File: src/rtl/load_store_unit.sv
// Load/store unit between the RV32I core datapath and a word-wide data memory.
// Converts byte/half/word loads and stores into aligned word accesses, extends
// load data, performs sub-word stores as a single-cycle read-modify-write and
// flags misaligned, illegal-size and out-of-range accesses.
// One transaction is in flight at a time: IDLE -> EXEC -> RESP -> IDLE.

module load_store_unit #(
    parameter int unsigned MEMORY_WORDS = 32'd1 << 16
) (
    input  logic        clk,
    input  logic        rst_n,

    // Core request channel
    input  logic        req_valid,
    output logic        req_ready,
    input  logic        req_we,
    input  logic [1:0]  req_size,
    input  logic        req_unsigned,
    input  logic [31:0] req_addr,
    input  logic [31:0] req_wdata,

    // Core response channel
    output logic        resp_valid,
    input  logic        resp_ready,
    output logic [31:0] resp_rdata,
    output logic        resp_err,

    // Word-wide data memory (combinational read, posedge write)
    output logic [31:0] mem_ra,
    input  logic [31:0] mem_rd,
    output logic        mem_we,
    output logic [31:0] mem_wa,
    output logic [31:0] mem_wd
);

    localparam logic [1:0] SIZE_BYTE = 2'b00;
    localparam logic [1:0] SIZE_HALF = 2'b01;
    localparam logic [1:0] SIZE_WORD = 2'b10;

    typedef enum logic [1:0] {
        ST_IDLE = 2'd0,
        ST_EXEC = 2'd1,
        ST_RESP = 2'd2
    } state_e;

    state_e      state_q;

    // Latched request
    logic        we_q;
    logic [1:0]  size_q;
    logic        unsigned_q;
    logic [31:0] addr_q;
    logic [31:0] wdata_q;
    logic        err_q;

    // Registered response
    logic        resp_valid_q;
    logic [31:0] resp_rdata_q;
    logic        resp_err_q;

    // Combinational next values
    logic        err_d;
    logic [31:0] load_data_d;
    logic [31:0] store_data_d;
    logic [7:0]  load_byte;
    logic [15:0] load_half;

    // Error classification of the incoming request, evaluated at accept time.
    always_comb begin
        // NOTE: every combinational output gets a default first so no path leaves it unassigned (no latch).
        err_d = 1'b0;
        if (req_size == 2'b11) begin
            err_d = 1'b1;
        end
        if (req_size == SIZE_HALF && req_addr[0] != 1'b0) begin
            err_d = 1'b1;
        end
        if (req_size == SIZE_WORD && req_addr[1:0] != 2'b00) begin
            err_d = 1'b1;
        end
        if ({2'b00, req_addr[31:2]} >= MEMORY_WORDS) begin
            err_d = 1'b1;
        end
    end

    // Load lane selection and sign/zero extension from the addressed word.
    always_comb begin
        load_byte   = mem_rd[{addr_q[1:0], 3'b000} +: 8];
        load_half   = addr_q[1] ? mem_rd[31:16] : mem_rd[15:0];
        load_data_d = mem_rd;
        case (size_q)
            SIZE_BYTE: load_data_d = unsigned_q ? {24'd0, load_byte}
                                                : {{24{load_byte[7]}}, load_byte};
            SIZE_HALF: load_data_d = unsigned_q ? {16'd0, load_half}
                                                : {{16{load_half[15]}}, load_half};
            default:   load_data_d = mem_rd;
        endcase
    end

    // Store data merge: the addressed byte/half replaces its lane in the current word.
    always_comb begin
        store_data_d = mem_rd;
        case (size_q)
            SIZE_BYTE: store_data_d[{addr_q[1:0], 3'b000} +: 8] = wdata_q[7:0];
            SIZE_HALF: store_data_d[{addr_q[1], 4'b0000} +: 16] = wdata_q[15:0];
            default:   store_data_d = wdata_q;
        endcase
    end

    // Transaction FSM: latches the request, executes for one cycle, holds the response.
    always_ff @(posedge clk or negedge rst_n) begin
        if (!rst_n) begin
            state_q      <= ST_IDLE;
            we_q         <= 1'b0;
            size_q       <= 2'b00;
            unsigned_q   <= 1'b0;
            addr_q       <= 32'd0;
            wdata_q      <= 32'd0;
            err_q        <= 1'b0;
            resp_valid_q <= 1'b0;
            resp_rdata_q <= 32'd0;
            resp_err_q   <= 1'b0;
        end else begin
            // NOTE: sequential state uses non-blocking assignments so every register samples pre-edge values.
            case (state_q)
                ST_IDLE: begin
                    if (req_valid) begin
                        we_q       <= req_we;
                        size_q     <= req_size;
                        unsigned_q <= req_unsigned;
                        addr_q     <= req_addr;
                        wdata_q    <= req_wdata;
                        err_q      <= err_d;
                        state_q    <= ST_EXEC;
                    end
                end
                ST_EXEC: begin
                    resp_valid_q <= 1'b1;
                    resp_err_q   <= err_q;
                    resp_rdata_q <= (we_q || err_q) ? 32'd0 : load_data_d;
                    state_q      <= ST_RESP;
                end
                ST_RESP: begin
                    if (resp_ready) begin
                        resp_valid_q <= 1'b0;
                        resp_err_q   <= 1'b0;
                        resp_rdata_q <= 32'd0;
                        state_q      <= ST_IDLE;
                    end
                end
                default: begin
                    state_q <= ST_IDLE;
                end
            endcase
        end
    end

    // Ready is gated by rst_n so it reads low while reset is asserted even though the state is IDLE.
    assign req_ready  = rst_n && (state_q == ST_IDLE);

    assign resp_valid = resp_valid_q;
    assign resp_rdata = resp_rdata_q;
    assign resp_err   = resp_err_q;

    assign mem_ra = {addr_q[31:2], 2'b00};
    assign mem_wa = mem_ra;
    assign mem_wd = store_data_d;

    // NOTE: the write enable is gated directly by rst_n so asserting reset during EXEC kills the write at once.
    assign mem_we = rst_n && (state_q == ST_EXEC) && we_q && !err_q;

endmodule
File: config.mk
export PLATFORM = sky130hd
export DESIGN_NAME = load_store_unit
export DESIGN_NICKNAME = d
export VERILOG_FILES = /design/src/rtl/load_store_unit.sv
export SDC_FILE = /design/constraint.sdc
export NUM_CORES = 1
export LEC_CHECK = 0
export ABC_CLOCK_PERIOD_IN_PS = 2900
export BUFFER_PORTS_ARGS = -buffer_cell sky130_fd_sc_hd__buf_2
export CORE_MARGIN = 5
export CORE_UTILIZATION = 40
export CTS_CLUSTER_SIZE = 28
export DETAILED_ROUTE_END_ITERATION = 16
export PLACE_DENSITY = 0.68
export SLEW_MARGIN = 20
export SYNTH_ARGS = -nofsm -noshare
export SYNTH_HDL_FRONTEND = slang
export SYNTH_SLANG_ARGS = --single-unit
File: constraint.sdc
create_clock -name clk -period 2.9 [get_ports clk]
set_input_delay 0.29 -clock clk [delete_from_list [all_inputs] [get_ports clk]]
set_output_delay 0.29 -clock clk [all_outputs]
set_load 0.01 [all_outputs]
Word-level counts from Yosys, hierarchy flattened
Cells that the tools add are included.
- magnitude comparators: 1
- shift-type cells: 5
- muxes and demuxes: 20
- reductions and logical operators: 15
- $add $sub $neg: 2
- equal/unequal tests: 8
- operator list (kind ; number):
    $pmux 32 s2 ; 3
    $mux 32 ; 4
    $bwmux 32 ; 2
    $shift 16x7->32 const A ; 1
    $shift 8x7->32 const A ; 1
    $shiftx 16x7->32 ; 1
    $shiftx 32x6->8 ; 1
    $shiftx 8x7->32 ; 1
    $ge 30x17->1 const B ; 1
    $mux 16 ; 1
    $neg 5->7 ; 2
    $eq 2x1->1 const B ; 3
    $eq 2x2->1 const B ; 3
    $logic_and 1x1->1 ; 6
    $pmux 2 s3 ; 1
    $reduce_and 2->1 ; 3
    $mux 1 ; 5
    $logic_not 2->1 ; 2
    $mux 2 ; 2
    $ne 2x2->1 const B ; 2
    $pmux 1 s2 ; 2
    $reduce_bool 2->1 ; 2
    $logic_not 1->1 ; 1
    $logic_or 1x1->1 ; 1
- logic and storage cells: 61
- input port bits: 104
- flip-flop bits (word level): 105
- output and inout port bits: 132

Logic depth before layout (Yosys ltp)
- depth in word-level cells: 5
- depth in mapped cells: 8
- mapped depth without buffers: 6

Worst setup path before layout
OpenSTA, ideal clock, no wires.
- path type: reg-to-output
- from: register addr_q[1]
- to: output port mem_wd[24]
- cell stages (with the launch flop): 8
- setup slack: 0.362 ns
- required time: 2.610 ns
- arrival time: 2.248 ns
- cells stage by stage: dfrtp_1 buf_2 buf_1 inv_1 ha_1 nor4_2 a221o_1 a22o_1
- cells in the longest elaborated chain, start to end: 4
- elaborated cells between the ends (all ways): 9
- those cells by class: add/sub: 2; shift: 4; mux: 3
- ends and longest elaborated chain (item ; line ; text):
    start: declaration ; 52 ; logic [31:0] addr_q;
    start signal: assignment ; 131 ; addr_q <= req_addr;
    $neg 5->7 (on tied branches) ; 105, 104 ;
    $shiftx 16x7->32 (tied with other cells) ; 105 ; SIZE_HALF: store_data_d[{addr_q[1], 4'b0000} +: 16] = wdata_q[15:0];
    $bwmux 32 (on tied branches) ; 105, 104 ;
    $pmux 32 s2 (*) ; 103 ; case (size_q)
    end: declaration ; 33 ; output logic [31:0] mem_wd
Mark *: on every way between the ends. The rest lies on a longest branch, timed or not.

Final worst setup path
- from: register size_q[0]
- to: output port mem_wd[5]
- cells in the longest elaborated chain, start to end: 2
- elaborated cells between the ends (all ways): 3
- those cells by class: eq/ne: 1; mux: 1; reduce/logical: 1
- ends and longest elaborated chain (item ; line ; text):
    start: declaration ; 50 ; logic [1:0] size_q;
    start signal: assignment ; 129 ; size_q <= req_size;
    $eq 2x1->1 / $logic_not 2->1 (equally long branches) ; 103 ;
    $pmux 32 s2 (*) ; 103 ;
Marks and branches as above.

==> impl_metrics.py <==
metrics = {
    "run_status": {
        "status": "complete, no violations",
    },
    "worst_setup_path": {
        "required_ns": 2.61,
        "cpMaxStageDelayCell": "dfrtp_1",
        "crit_family": "flip-flops",
        "crit_path_end_kind": "output pin",
        "worstPathMaxFanout": 18,
        "cpPeakStageDelay_ns": 0.68,
        "start_kind": "flop",
        "critical_path_class": "flop to output pin",
        "crit_buf_inv": 2,
        "path_common_cell": "nand2b_1",
        "r2r-start": "state_q[0]",
        "crit_path_cell_trace": "nand2b_1 -> nand2b_1 -> a21oi_1 -> buf_4 -> a22o_1 -> buf_2",
        "cp-startpoint": "size_q[0]",
        "critPathArrivalTime_ns": 2.42,
    },
    "power_and_ir_drop": {
        "power_w": 0.00789,
        "max-vdd-ir-drop_mv": 0.517,
        "pwr_density_cell_nw_per_um2": 1100,
        "p_leak_nw": 3.56,
    },
    "clock_network": {
        "htreeDepth": 3,
        "cts_sinks": 105,
        "clk_path_buf_depth": 2,
        "path_clk_slew_ns": 0.07,
        "clock-root-buffer": "clkbuf_16",
        "clk_latency_ns": 0.36,
        "numCtsBuffers": 9,
        "cts_tree": "done",
    },
    "flow_run": {
        "cap_violations": 0,
    },
    "synthesis": {
        "yosys.area_share.simple_pct": 6.73,
        "synth-xor-area-share_pct": 0,
        "synth_compound_area_share_pct": 19.1,
        "ys_seq_area_share_pct": 44.0,
        "syn_area_per_cell_um2": 11.2,
        "synth_edf_count": 0,
        "async_flop_share_pct": 100,
        "synthMuxAreaShare_pct": 16.9,
        "synthAdderAreaFrac_pct": 1.05,
        "synth_top_family_by_area": "compound AO/OA/AOI/OAI gates",
        "synth-main-ff-cell": "dfrtp_1",
        "yosysWarnings": 0,
        "synthCells": 534,
        "synth_seq_cells": 105,
        "yosysUniqueCellTypes": 51,
        "netlist_area_um2": 5970,
    },
    "drt": {
        "wire_per_inst_um": 21.9,
        "vias": 5116,
        "viasPerCell": 5.78,
        "wirelength_um": 19300,
        "drtIter0Drc": 365,
        "ant_nets": 0,
        "drtPass1Iterations": 5,
        "drc": 0,
    },
    "sta": {
        "rsz0062_at_grt": "no",
        "hold_viol": 0,
        "skew_ns": 0.00846,
        "drv_slew": 0,
        "clock.fmax_ghz": 0.370,
        "tns_ns": 0,
        "relSlewSlack_pct": 48.4,
        "fin_crit_ns": 2.71,
        "fin_crit_sh_pct": 93.3,
        "final-setup-viol-count": 0,
        "worst_slew_pin_slew_ns": 0.773,
    },
    "layout": {
        "fill_cells": 1336,
        "register_area_um2": 2630,
        "fin_util_pct": 49.3,
        "stdcell_area_um2": 7190,
        "num-nets-final": 805,
        "n_antenna_cell": 0,
        "syn_to_final_growth_pct": 20.4,
        "multi_input_area_um2": 2640,
        "drive_gt1_share_pct": 48.4,
    },
    "floorplanning": {
        "dieHeight_um": 132,
        "die_x_um": 132,
        "rows": 44,
        "core_area_um2": 14600,
        "io_pins": 236,
        "die_area_um2": 17500,
        "initial_core_util_pct": 40.9,
    },
    "global_route": {
        "gr-total-overflow": 0,
        "grt_max_degree": 81,
        "grt.total_usage_pct": 21.6,
        "grt_pass1_vias": 5216,
        "antenna_found_initial": 1,
        "grt_pass1_wl_um": 29900,
    },
    "placed_design": {
        "routabilityCongestion": 0.969,
        "place_area_um2": 6850,
        "io_buffer_count": 231,
        "dp_hpwl_um": 14700,
    },
    "worst_hold_path": {
        "min_path_type": "input pin to flop",
        "holdCritStartpoint": "req_addr[9]",
    },
}
[per-layer routing]
| layer | wire (µm) | share of wire (%) | track usage (%) | vias up |
|---|---|---|---|---|
| met2 | 9450 | 49 | 35.8 | 291 |
| met1 | 7630 | 39 | 27.4 | 2526 |
| met5 | 11 | 0.057 | 0 | - |
| met3 | 1780 | 9.2 | 6.11 | 37 |
| met4 | 467 | 2.4 | 6.40 | 2 |
| li1 | - | - | - | 2260 |
[cell usage in the layout (no fill, tap or decap), drive strengths merged, types with 2 or more instances in the layout]
cell | synthesis | final
bufinv | 0 | 2
a222oi | 3 | 3
a21oi | 23 | 23
a221oi | 7 | 7
o31ai | 2 | 2
mux2 | 67 | 67
nor3b | 3 | 3
inv | 20 | 21
nand2b | 10 | 10
a22oi | 8 | 8
or3 | 2 | 2
a22o | 32 | 32
o2bb2ai | 2 | 2
mux4 | 2 | 2
clkbuf | 10 | 11
nor4 | 6 | 6
o21ai | 9 | 9
ha | 5 | 5
a221o | 31 | 31
nor2b | 4 | 4
clkinv | 1 | 3
o32ai | 5 | 5
dfrtp | 105 | 105
nor3 | 5 | 5
nand2 | 31 | 31
buf | 88 | 245
o22ai | 10 | 10
mux2i | 21 | 21
nor2 | 5 | 5
conb | 1 | 4
[synthesized netlist by cell type (2+ instances only)]
library cell  count  area share [%]
mux2_2           67              13
ha_1              5             1.0
nor3_1            5            0.42
nor2_1            5            0.31
nand2b_1         10             1.0
buf_2            17             1.4
a221oi_1          7             1.0
a221o_1          31             5.2
mux4_2            2            0.75
o32ai_1           5            0.73
nor3b_1           2            0.25
nor4_2            2            0.42
clkbuf_1         10            0.63
a222oi_1          3            0.50
buf_1             4            0.25
buf_4            66             8.3
o2bb2ai_1         2            0.29
nor2b_1           4            0.42
a22oi_1           8             1.0
or3_1             2            0.21
a22o_1           32             4.7
nand2_1          31             2.0
dfrtp_1         105              44
nor4_1            4            0.42
a21oi_1          23             1.9
o22ai_1          10             1.0
o31ai_1           2            0.25
mux2i_1          21             3.5
inv_1            20             1.3
o21ai_0           7            0.59
o21ai_1           2            0.17
[sequential cells by signal, summed over array words and instances (netlist names)]
name,cells
resp_rdata,32
resp_valid,1
we_q,1
addr_q,32
err_q,1
resp_err,1
size_q,2
wdata_q,32
state_q,2
unsigned_q,1
[final timing paths]
kind | to | slack, ns | depth (start not counted)
max in group asynchronous | resp_rdata[20] | 1.68 | 3
min in group asynchronous | addr_q[22] | 0.46 | 2
worst min-delay path | addr_q[9] | 0.16 | 2
worst max register to register | resp_rdata[19] | 0.95 | 3
worst min register to register | resp_rdata[23] | 0.49 | 1
worst max-delay path | mem_wd[5] | 0.19 | 6
[where the power goes]
group / switching, W / internal [W]
logic: 0.00219 / 0.00185
clock network: 0.000555 / 0.000767
registers: 0.000549 / 0.00198
[cell families (layout without fill, tap and decap cells)]
kind of cell | count (synthesis) | count (layout)
buffers and inverters | 119 | 283
flip-flops | 105 | 105
AND/OR/NAND/NOR | 72 | 72
other | 1 | 4
adder cells (fa/ha/maj) | 5 | 5
AO/OA/AOI/OAI | 142 | 142
multiplexers | 90 | 90
[what timing repair did]
item / 4_1_cts / 5_1_grt
setup endpoints to repair: 4 / 0
gates resized for setup: 1 / 0
setup buffers: 0 / 0
hold buffers: 1 / 0
endpoints found under the hold margin: 25 / 0
[worst register-to-register path, cell delays in order (launching register included)]
cell     delay (ns)
dfrtp_1        0.49
or3b_4         0.45
nor3b_4        0.66
a221o_1        0.28
[through the flow]
step	hold WS (ns)	setup WS (ns)	cells
2_1_floorplan	-0.00559	0.362	537
3_3_place_gp	0.218	0.538	868
3_5_place_dp	0.237	0.386	868
4_1_cts	0.148	0.224	885
5_1_grt	0.151	0.0306	885
6_report	0.160	0.195	885
[layout make-up]
class	instances	area share [%]
clock inverters	5	1.24
inverters	21	1.10
multi-input cells	313	36.7
clock buffers	11	3.24
flip-flops and latches	105	36.6
well taps	184	3.20
repair buffers	246	17.9
No activity file was read; power rests on OpenSTA's default activity.
